--- src/rtl/vec_delay_line.sv ---
`default_nettype none
// ============================================================================
// Module      : vec_delay_line
// Description : DEPTH-stage shift register with synchronous clear; DEPTH=0
//               is a combinational bypass.
// Revision    : 1.0 - initial release
// ============================================================================
module vec_delay_line #(
    parameter int DEPTH = 1,
    parameter int WIDTH = 5
) (
    input  logic             clk,
    input  logic             rst,
    input  logic             clr,
    input  logic [WIDTH-1:0] din,
    output logic [WIDTH-1:0] dout
);

    generate
        if (DEPTH == 0) begin : g_bypass
            logic unused_ctrl;
            assign unused_ctrl = ^{clk, rst, clr};
            assign dout        = din;
        end else begin : g_pipe
            logic [WIDTH-1:0] stage_q [DEPTH];
            logic [WIDTH-1:0] stage_d [DEPTH];

            always_comb begin
                stage_d[0] = din;
                for (int i = 1; i < DEPTH; i++) begin
                    stage_d[i] = stage_q[i-1];
                end
                if (clr) begin
                    for (int i = 0; i < DEPTH; i++) begin
                        stage_d[i] = '0;
                    end
                end
            end

            always_ff @(posedge clk) begin
                if (rst) begin
                    for (int i = 0; i < DEPTH; i++) begin
                        stage_q[i] <= '0;
                    end
                end else begin
                    stage_q <= stage_d;
                end
            end

            assign dout = stage_q[DEPTH-1];
        end
    endgenerate

endmodule
`default_nettype wire

--- config.mk ---
export PLATFORM = sky130hd
export DESIGN_NAME = vec_delay_line
export DESIGN_NICKNAME = d
export VERILOG_FILES = /design/src/rtl/vec_delay_line.sv
export SDC_FILE = /design/constraint.sdc
export NUM_CORES = 1
export LEC_CHECK = 0
export BUFFER_PORTS_ARGS = -buffer_cell sky130_fd_sc_hd__buf_4
export CAP_MARGIN = 20
export CORE_AREA = 2 2 39 41
export DETAILED_ROUTE_END_ITERATION = 8
export DIE_AREA = 0 0 41 43
export GPL_TIMING_DRIVEN = 0
export HOLD_SLACK_MARGIN = 0.05
export PLACE_DENSITY = 0.3
export REMOVE_ABC_BUFFERS = 1
export SLEW_MARGIN = 20
export SYNTH_ARGS = -nofsm -noshare
export SYNTH_HDL_FRONTEND = slang
export SYNTH_SLANG_ARGS = --single-unit
--- constraint.sdc ---
create_clock -name clk -period 0.8 [get_ports clk]
set_input_delay 0.04 -clock clk [delete_from_list [all_inputs] [get_ports clk]]
set_output_delay 0.04 -clock clk [all_outputs]
set_load 0.01 [all_outputs]
==> run_results.csv <==
group,metric,value,unit
finish,utilization,0.212,
drt,wl_per_cell,9.07,um
synthesis,postSynthCellCount,10,
floorplan,initial_utilization,0.0995,
sta,hold-worst-slack,0.0754,ns
clock_tree,cts_setup_buffers,0,
worst_setup_path,crit_fanout,5,
min_path,hold_end,"dout[3]",
sta,finalCritPeriodShare,0.937,
worst_setup_path,cp.required,0.95,ns
synthesis,syn_avg_cell_area,13.8,sq um
floorplan,die_y,43,um
place,io_buffers,12,
grt,grt_pass1_vias,149,
clock_tree,clock_sinks,5,
worst_setup_path,setup.worst_path.end_class,"flip-flop",
drt,remaining_drc_errors,0,
clock_tree,cts_max_level,1,
finish,fill_cells,146,
run,max_cap_viol_count,0,
finish,register_area,100,sq um
drt,ant_nets,0,
power_and_ir_drop,peakVddDrop,0.965,mV
synthesis,syn-cell-area,138,sq um
worst_setup_path,crit_path_cell_trace,"dlygate4sd3_1 > buf_4 > nor3b_1",
drt,firstDrtPassIters,1,
finish,antenna_cells,0,
grt,grt_antenna_before_repair,0,
floorplan,die_x,41,um
drt,postRouteWirelength,399,um
clock_tree,cts_made_buffers,3,
finish,syn_to_final_growth,114,%
clock_tree,cts_tree,"yes",
sta,setup_ws,0.0501,ns
grt,grt.overflow.total,0,
synthesis,yosysUniqueCellTypes,2,
worst_setup_path,cp_num_buf_inv,2,
worst_setup_path,cp_slowest_stage_delay,0.54,ns
finish,finish.net_count,37,
drt,drt_iter0_markers,0,
min_path,hp-class,"in2reg",
floorplan,coreArea,1380,sq um
worst_setup_path,path_delay_family,"buffers and inverters",
worst_setup_path,crit_arrival,0.90,ns
grt,grt_max_degree,6,
finish,multi_input_area,37.5,sq um
clock_tree,cts.path.max_buffers,2,
grt,grt.total_usage,0.0572,
worst_setup_path,crit_slowest_cell,"dlygate4sd3_1",
sta,max_slew_margin,0.904,
synthesis,yosysSeqAreaShare,0.727,
place,pre_cts_ws,0.349,ns
grt,grt_pass1_wl,565,um
clock_tree,clk_pin_slew,0.04,ns
sta,setup_tns,0,ns
place,gp_congestion,0.485,
sta,setup_viol,0,
min_path,hp-start,"din[3]",
sta,fin_crit,0.750,ns
power_and_ir_drop,power.total,612,uW
floorplan,dieArea,1760,sq um
clock_tree,cts_root_buf,"clkbuf_4",
outcome,status,"finished clean",
power_and_ir_drop,p_leak,0.000131,uW
sta,final_hold_viol_count,0,
drt,vias_per_cell,3.18,
min_path,holdPathStages,2,
sta,drv_slew,0,
floorplan,io_pins,13,
finish,largest_reg_flops,5,
synthesis,ys_ff_latch,5,
synthesis,yosys_warnings,0,
finish,drive_gt1_frac,0.536,
sta,rsz0062_at_grt,"no",
place,dp_hpwl,301,um
sta,worst_pin_slew,0.144,ns
power_and_ir_drop,pwr_density_cell,2080,nW/um^2
worst_setup_path,startpoint_type,"input pin",
floorplan,row_count,14,
drt,vias,140,
sta,clock.fmax,1330,MHz
worst_setup_path,crit_type,"in2reg",
==> cell usage in the layout, fill, tap and decap left out, drive strengths merged <==
| master | n |
|---|---|
| dfxtp | 5 |
| dlygate4sd3 | 2 |
| clkbuf | 4 |
| buf | 12 |
| nor3b | 5 |
==> cell families (layout without fill, tap and decap cells) <==
kind of cell  count (synthesis)  count (layout)  synth area share
simple gates                  5               5             0.273
buf+inv                       0              18                 0
flops                         5               5             0.727
==> report_power, final <==
group | leakage [uW] | switching [uW] | total [uW] | internal (uW)
clock network | 0.0000150 | 92.5 | 280 | 188
registers | 0.0000411 | 2.45 | 263 | 260
logic | 0.0000749 | 22.6 | 68.7 | 46.1
total | 0.000131 | 118 | 612 | 494
==> per-stage QoR <==
stage | cells | area [sq um]
final | 44 | 294
after global placement | 38 | 248
after global routing | 44 | 294
after detailed placement | 38 | 248
after CTS | 44 | 294
after floorplan | 10 | 138
==> how the worst max path moves through the flow <==
stage,start,to,slack (ns),cells after the start
2_1_floorplan,dout[0],dout[0],0.43,0
3_3_place_gp,dout[0],dout[0],0.35,1
3_5_place_dp,dout[2],dout[2],0.35,1
4_1_cts,clr,dout[4],0.05,3
5_1_grt,rst,dout[2],0.007,3
6_report,clr,dout[4],0.05,3
==> cells in the mapped netlist <==
library cell,number,area (sq um)
nor3b_1,5,37.5
dfxtp_1,5,100
==> metal layers <==
metal | GRT usage | vias to the layer above | wire length, um
met4 | 0 | 0 | 0
met1 | 0.0385 | 56 | 138
met5 | 0 | - | 0
met3 | 0.0838 | 0 | 75
met2 | 0.0906 | 13 | 184
li1 | - | 71 | -
==> layout make-up <==
type / instances / share of cell area
clock buffer: 4 / 0.0894
multi-input combinational: 5 / 0.128
timing repair buffer: 14 / 0.374
sequential: 5 / 0.340
tap: 16 / 0.0681
==> repair_timing <==
item                                    4_1_cts  5_1_grt
hold buffers                                  2        0
endpoints found under the setup margin        0        0
resized for setup                             0        0
hold endpoints to repair                      5        0
(Power assumes the default switching activity.)
